**config.mk**
```make
export PLATFORM = sky130hd
export DESIGN_NAME = rrg_cmd_master
export DESIGN_NICKNAME = d
export VERILOG_FILES = /design/src/rtl/rrg_cmd_master.sv
export SDC_FILE = /design/constraint.sdc
export NUM_CORES = 1
export LEC_CHECK = 0
export ABC_AREA = 1
export CAP_MARGIN = 25
export CORE_ASPECT_RATIO = 0.9
export CORE_MARGIN = 2
export CORE_UTILIZATION = 47
export CTS_CLUSTER_SIZE = 40
export DETAILED_ROUTE_END_ITERATION = 7
export PLACE_DENSITY_LB_ADDON = 0.05
export SETUP_SLACK_MARGIN = 0.2
export SLEW_MARGIN = 25
export SYNTH_ARGS = -nofsm -noshare
export SYNTH_HDL_FRONTEND = slang
export SYNTH_SLANG_ARGS = --single-unit
```
**constraint.sdc**
```tcl
create_clock -name clk -period 2.3 [get_ports clk]
set_input_delay 0.345 -clock clk [delete_from_list [all_inputs] [get_ports clk]]
set_output_delay 0.345 -clock clk [all_outputs]
set_load 0.01 [all_outputs]
```
**src/rtl/rrg_cmd_master.sv**
```systemverilog
// Host-side command master for the ramp generator: turns one host request into the
// timed reg_control / reg_0..reg_3 step sequence and returns outreg readback on a response.
module rrg_cmd_master #(
  parameter int HOLD_CYCLES  = 2,
  parameter int READ_LATENCY = 2
) (
  input  logic        clk,
  input  logic        reset,
  input  logic        cmd_valid,
  output logic        cmd_ready,
  input  logic [2:0]  cmd_op,
  input  logic [7:0]  cmd_dataset,
  input  logic [7:0]  cmd_rd_code,
  input  logic [63:0] cmd_y,
  input  logic [63:0] cmd_r,
  input  logic [63:0] cmd_ri,
  input  logic [63:0] cmd_ro,
  output logic        rsp_valid,
  output logic        rsp_err,
  output logic [63:0] rsp_data,
  output logic [15:0] reg_control,
  output logic [15:0] reg_0,
  output logic [15:0] reg_1,
  output logic [15:0] reg_2,
  output logic [15:0] reg_3,
  input  logic [15:0] outreg_0,
  input  logic [15:0] outreg_1,
  input  logic [15:0] outreg_2,
  input  logic [15:0] outreg_3
);

  // Handshake: a request is taken on a clk edge where cmd_valid && cmd_ready;
  // cmd_ready is high only in IDLE (and never during reset). Responses have no backpressure.
  typedef enum logic [2:0] {
    S_IDLE, S_SETUP, S_ASSERT, S_RELEASE, S_WAIT_RD, S_RESP
  } state_t;

  localparam logic [2:0] OP_WRITE_SET = 3'd0;
  localparam logic [2:0] OP_SW_DS     = 3'd1;
  localparam logic [2:0] OP_EXT_DS    = 3'd2;
  localparam logic [2:0] OP_NUM_CYCLE = 3'd3;
  localparam logic [2:0] OP_HALT      = 3'd4;
  localparam logic [2:0] OP_READ      = 3'd5;

  state_t      state_q, state_d;
  logic [2:0]  step_q, step_d;
  logic [7:0]  cnt_q, cnt_d;
  logic [2:0]  op_q, op_d;
  logic [7:0]  ds_q, ds_d;
  logic [7:0]  rdc_q, rdc_d;
  logic [63:0] y_q, y_d, r_q, r_d, ri_q, ri_d, ro_q, ro_d;
  logic [63:0] rd_q, rd_d;

  logic        last_step;
  logic [7:0]  step_code;
  logic [63:0] step_data;
  logic        busy;

  always_ff @(posedge clk) begin
    if (reset) begin
      state_q <= S_IDLE;
      step_q  <= '0;
      cnt_q   <= '0;
      op_q    <= '0;
      ds_q    <= '0;
      rdc_q   <= '0;
      y_q     <= '0;
      r_q     <= '0;
      ri_q    <= '0;
      ro_q    <= '0;
      rd_q    <= '0;
    end else begin
      state_q <= state_d;
      step_q  <= step_d;
      cnt_q   <= cnt_d;
      op_q    <= op_d;
      ds_q    <= ds_d;
      rdc_q   <= rdc_d;
      y_q     <= y_d;
      r_q     <= r_d;
      ri_q    <= ri_d;
      ro_q    <= ro_d;
      rd_q    <= rd_d;
    end
  end

  // WRITE_SET walks five steps; every other legal op is a single step.
  assign last_step = (op_q == OP_WRITE_SET) ? (step_q == 3'd4) : 1'b1;

  always_comb begin
    state_d = state_q;
    step_d  = step_q;
    cnt_d   = cnt_q;
    op_d    = op_q;
    ds_d    = ds_q;
    rdc_d   = rdc_q;
    y_d     = y_q;
    r_d     = r_q;
    ri_d    = ri_q;
    ro_d    = ro_q;
    rd_d    = rd_q;
    case (state_q)
      S_IDLE: begin
        if (cmd_valid) begin
          op_d    = cmd_op;
          ds_d    = cmd_dataset;
          rdc_d   = cmd_rd_code;
          y_d     = cmd_y;
          r_d     = cmd_r;
          ri_d    = cmd_ri;
          ro_d    = cmd_ro;
          rd_d    = '0;
          step_d  = '0;
          cnt_d   = '0;
          state_d = (cmd_op > OP_READ) ? S_RESP : S_SETUP;
        end
      end
      S_SETUP: begin
        cnt_d   = '0;
        state_d = S_ASSERT;
      end
      S_ASSERT: begin
        if (cnt_q == 8'(HOLD_CYCLES - 1)) begin
          cnt_d   = '0;
          state_d = (op_q == OP_READ) ? S_WAIT_RD : S_RELEASE;
        end else begin
          cnt_d = cnt_q + 8'd1;
        end
      end
      S_RELEASE: begin
        if (last_step) begin
          state_d = S_RESP;
        end else begin
          step_d  = step_q + 3'd1;
          state_d = S_SETUP;
        end
      end
      S_WAIT_RD: begin
        if (cnt_q == 8'(READ_LATENCY - 1)) begin
          rd_d    = {outreg_3, outreg_2, outreg_1, outreg_0};
          state_d = S_RESP;
        end else begin
          cnt_d = cnt_q + 8'd1;
        end
      end
      S_RESP:  state_d = S_IDLE;
      default: state_d = S_IDLE;
    endcase
  end

  always_comb begin
    step_code = 8'd0;
    step_data = 64'd0;
    case (op_q)
      OP_WRITE_SET: begin
        step_code = 8'd1 + {5'd0, step_q};
        case (step_q)
          3'd0:    step_data = y_q;
          3'd1:    step_data = r_q;
          3'd2:    step_data = ri_q;
          default: step_data = ro_q;
        endcase
      end
      OP_SW_DS:     step_code = 8'd6;
      OP_EXT_DS:    step_code = 8'd7;
      OP_NUM_CYCLE: begin
        step_code = 8'd8;
        step_data = {32'd0, y_q[31:0]};
      end
      OP_HALT:      step_code = 8'd9;
      OP_READ:      step_code = rdc_q;
      default:      step_code = 8'd0;
    endcase

    busy = (state_q == S_SETUP) || (state_q == S_ASSERT) ||
           (state_q == S_RELEASE) || (state_q == S_WAIT_RD);

    // The command byte is non-zero only in ASSERT, so data moves only while it is 0.
    reg_control = busy ? {ds_q, (state_q == S_ASSERT) ? step_code : 8'd0} : 16'd0;
    {reg_3, reg_2, reg_1, reg_0} = busy ? step_data : 64'd0;

    cmd_ready = (state_q == S_IDLE) && !reset;
    rsp_valid = (state_q == S_RESP);
    rsp_err   = (state_q == S_RESP) && (op_q > OP_READ);
    rsp_data  = (state_q == S_RESP) ? rd_q : 64'd0;
  end

endmodule
```
Yosys cells after proc, flatten, opt, wreduce, memory -nomap -nowiden --
Cells that the tools add are included. W data, S select, Z words.
Storage, ports and cells: flip-flop bits (word level) 353, input port bits 342, output and inout port bits 147, word-level logic and storage cells 77
Operators by class: add/subtract/negate cells 3, order comparisons 2, eq/ne operators 19, mux-type cells 25, reductions and logical operators 17
Operators with widths (number):
- $mux W64 | 4
- $pmux W64 S2 | 2
- $pmux W64 S3 | 1
- $pmux W8 S6 | 1
- $mux W8 | 4
- $pmux W8 S4 | 1
- $mux W3 | 8
- $mux W16 | 1
- $eq A3 B2 Y1 const B | 5
- $eq A3 B3 Y1 const B | 5
- $pmux W3 S5 | 1
- $reduce_and A3 Y1 | 4
- $ne A2 B2 Y1 const B | 5
- $eq A3 B1 Y1 const B | 3
- $logic_not A3 Y1 | 3
- $add A8 B1 Y8 const B | 1
- $eq A8 B1 Y1 const B | 1
- $gt A3 B3 Y1 const B | 2
- $pmux W3 S2 | 1
- $add A1 B3 Y4 const A | 1
- $reduce_bool A2 Y1 | 2
- $reduce_bool A4 Y1 | 1
- $add A3 B1 Y3 const B | 1
- $logic_or A1 B1 Y1 | 3
- 4 further kinds | 5

Longest topological paths before layout --
depth in word-level cells 5, gate-level depth with buffers 10, depth with buffers taken out 9

Least setup slack after synthesis --
Ideal clock, no wire load.
kind flip-flop to output port, start point reg step_q[0], end point out reg_1[10], arrival 1.549 ns, required time 1.955 ns, setup slack 0.406 ns, stages on the path, launching flop included 9, path buffers 2, cells stage by stage dfxtp_1 > inv_1 > ha_1 > nand2_2 > nand3_2 > buf_4 > buf_4 > o211ai_1 > o21ai_0
On the way: word-level cells in the longest chain between the ends 4, elaborated cells between the ends (all ways) 6, classes of those cells 2 x eq/ne; 3 x mux; 1 x reduce/logical
RTL lines:
- from (decl) | RTL line 46 | logic [2:0] step_q, step_d;
- from (signal assigned) | RTL line 74 | step_q <= step_d;
- $eq A3 B2 Y1, or another cell as far along | RTL line 157 | case (step_q)
- $pmux W64 S3 (*) | RTL line 157
- $pmux W64 S2 (*) | RTL line 154 | case (op_q)
- $mux W64 (*) | RTL line 180 | {reg_3, reg_2, reg_1, reg_0} = busy ? step_data : 64'd0;
- to (decl) | RTL line 23 | output logic [15:0] reg_1,
Every way passes the cells marked *; elsewhere a longest branch is shown, timed or not.

Final worst setup path --
start point reg step_q[0], end point out reg_2[13]
On the way: word-level cells in the longest chain between the ends 4, elaborated cells between the ends (all ways) 6, classes of those cells 2 x eq/ne; 3 x mux; 1 x reduce/logical
RTL lines:
- $eq A3 B2 Y1, or another cell as far along | RTL line 157
- $pmux W64 S3 (*) | RTL line 157
- $pmux W64 S2 (*) | RTL line 154
- $mux W64 (*) | RTL line 180
- to (decl) | RTL line 24 | output logic [15:0] reg_2,
Marks and branches as above.

==> flow_summary.json <==
{
  "cts-root-buf": "clkbuf_16",
  "first_global_vias": 16600,
  "synthCells": 2140,
  "fmax_ghz": 0.384,
  "clock-skew-final_ps": 17.6,
  "worstHoldStart": "reset",
  "synth.top_cells.by_count": "a21oi_1, dfxtp_1, nand2_1, inv_1, o21ai_0",
  "design.die.area_sq_um": 35000,
  "synth_top_flop_cell": "dfxtp_1",
  "finalHoldViolations": 0,
  "rows": 63,
  "critical_path.max_fanout": 6,
  "grt_setup_unrepaired": "true",
  "tightest_slew_ps": 899,
  "final_cells": 3129,
  "required_ps": 1960,
  "startpoint_type": "flip-flop",
  "finalSetupViolations": 121,
  "gp_congestion": 0.913,
  "ioPinCount": 489,
  "status": "finished, violations left",
  "die_w_um": 197,
  "synth-edff-count": 0,
  "grt_max_degree": 104,
  "final-seq-area_sq_um": 7080,
  "slew_violations": 0,
  "drt_first_pass_iters": 6,
  "grt_usage": 0.332,
  "ys_types": 32,
  "clk_pin_slew_ps": 60,
  "clk_path_buf_depth": 3,
  "min_path_type": "input port to flip-flop",
  "min_period_over_period": 1.13,
  "grt.overflow.total": 0,
  "post_dp_cell_area_sq_um": 21200,
  "drive_gt1_frac": 0.252,
  "postRouteAntennaNets": 0,
  "crit_arrival_ps": 2260,
  "regToRegStartpoint": "state_q[0]",
  "synth_most_common_cell": "a21oi_1",
  "start_util": 0.478,
  "syn_area_per_cell_sq_um": 7.36,
  "synth_area_sq_um": 15700,
  "p_leak_nw": 9.64,
  "drt-initial-drc-count": 1179,
  "viasPerCell": 5.45,
  "setup_tns_ps": -18560,
  "hold_ws_ps": 302,
  "power.density_nw_per_um2": 1040,
  "cts_tree": "built",
  "htree_levels": 2,
  "fill_cells": 2418,
  "netlist_top_cells_area": "dfxtp_1, a21oi_1, o21ai_0",
  "yosys_warnings": 0,
  "die_h_um": 178,
  "fin_total_pwr_mw": 26.0,
  "antenna_found_initial": 9,
  "crit_type": "flip-flop to primary output",
  "violations": "negative setup slack",
  "clkLatencyLatePin_ps": 540,
  "core_area_sq_um": 32900,
  "fin_nets": 3024,
  "synth_top_area_share": 0.449,
  "grt_pass1_wl_um": 91200,
  "peakVddDrop_uv": 620,
  "dp.cells": 2970,
  "post-route-util": 0.762,
  "stdcell_area_sq_um": 25100,
  "relSlewSlack": 0.401,
  "syn2layout_area_growth_pct": 59.5,
  "cap_violations": 0,
  "end_kind": "primary output",
  "portBuffers": 488,
  "ys_seq_area_frac": 0.449,
  "cts_buffers": 39,
  "timing.final.crit_period_ps": 2600,
  "ys_async_sr_fraction": 0,
  "vias": 17000,
  "multi_input_area_sq_um": 8030,
  "routedWlPerCell_um": 19.7,
  "drc": 0,
  "dp_hpwl_um": 38600,
  "critical_path.startpoint": "step_q[0]",
  "routed_wl_um": 61800,
  "synth.largest_area_cell": "dfxtp_1",
  "dp_slack_ps": -168,
  "cts_sinks": 353,
  "ys_ff_latch": 353,
  "fin_ws_ps": -303,
  "syn_nets": 2488
}
final timing paths:
kind	end	slack, ps	depth (start not counted)
worst max-delay path	reg_2[13]	-300	9
worst min-delay path	y_q[40]	300	4
worst max register to register	y_q[59]	300	10
worst min register to register	r_q[17]	450	2
state kept, by name, indices dropped and copies added, names as in the netlist, 8 cells and up:
signal / flops
ri_q: 64
ro_q: 64
rd_q: 64
rdc_q: 8
y_q: 64
ds_q: 8
r_q: 64
cnt_q: 8
metal layers:
layer,up-vias,routed length [um],track usage
li1,8076,-,-
met1,8098,23700,0.392
met2,705,30000,0.573
met4,8,2430,0.134
met5,-,57,0
met3,160,5520,0.0895
final cells by class:
class,count,area share
multi-input cells,1332,0.320
flip-flops and latches,353,0.282
inverters,291,0.0450
clock inverters,10,0.00518
well taps,422,0.0210
diodes,5,0.000498
repair buffers,659,0.280
clock buffers,57,0.0472
cells in the final DEF (no fill, tap or decap), drive strengths merged, types with 64 or more instances in the layout:
master,synthesis,routed
a21oi,417,417
buf,87,309
clkbuf,77,64
clkdlybuf4s50,0,340
dfxtp,353,353
inv,291,289
nand2,312,312
nand3,72,72
nor2,146,146
o21ai,304,304
report_power, final:
part	internal, mW	leakage [nW]	switching [mW]
clock	3.90	0.647	2.55
sequential	7.90	2.91	0.748
combinational	4.25	6.08	6.68
critical path: stages (launching register included):
cell       delay [ps]
dfxtp_4           360
buf_6             120
ha_4              170
nand2_4            90
nand3_4           170
buf_12            200
bufbuf_16         280
o21ai_4           120
a21oi_2            50
buf_2             150
timing repair:
item / in CTS / in global routing
gates cloned: 18 / 0
endpoints found under the setup margin: 147 / 145
pin swaps: 54 / 50
resized for setup: 944 / 205
hold buffers: 0 / 0
setup buffers: 44 / 25
kinds of logic after synthesis:
logic type,count (synthesis),synth area share
buf+inv,455,0.131
fa+ha+maj,6,0.00477
flops,353,0.449
xor+xnor,4,0.00223
compound gates,784,0.265
simple gates,538,0.148
(Power assumes the default switching activity.)
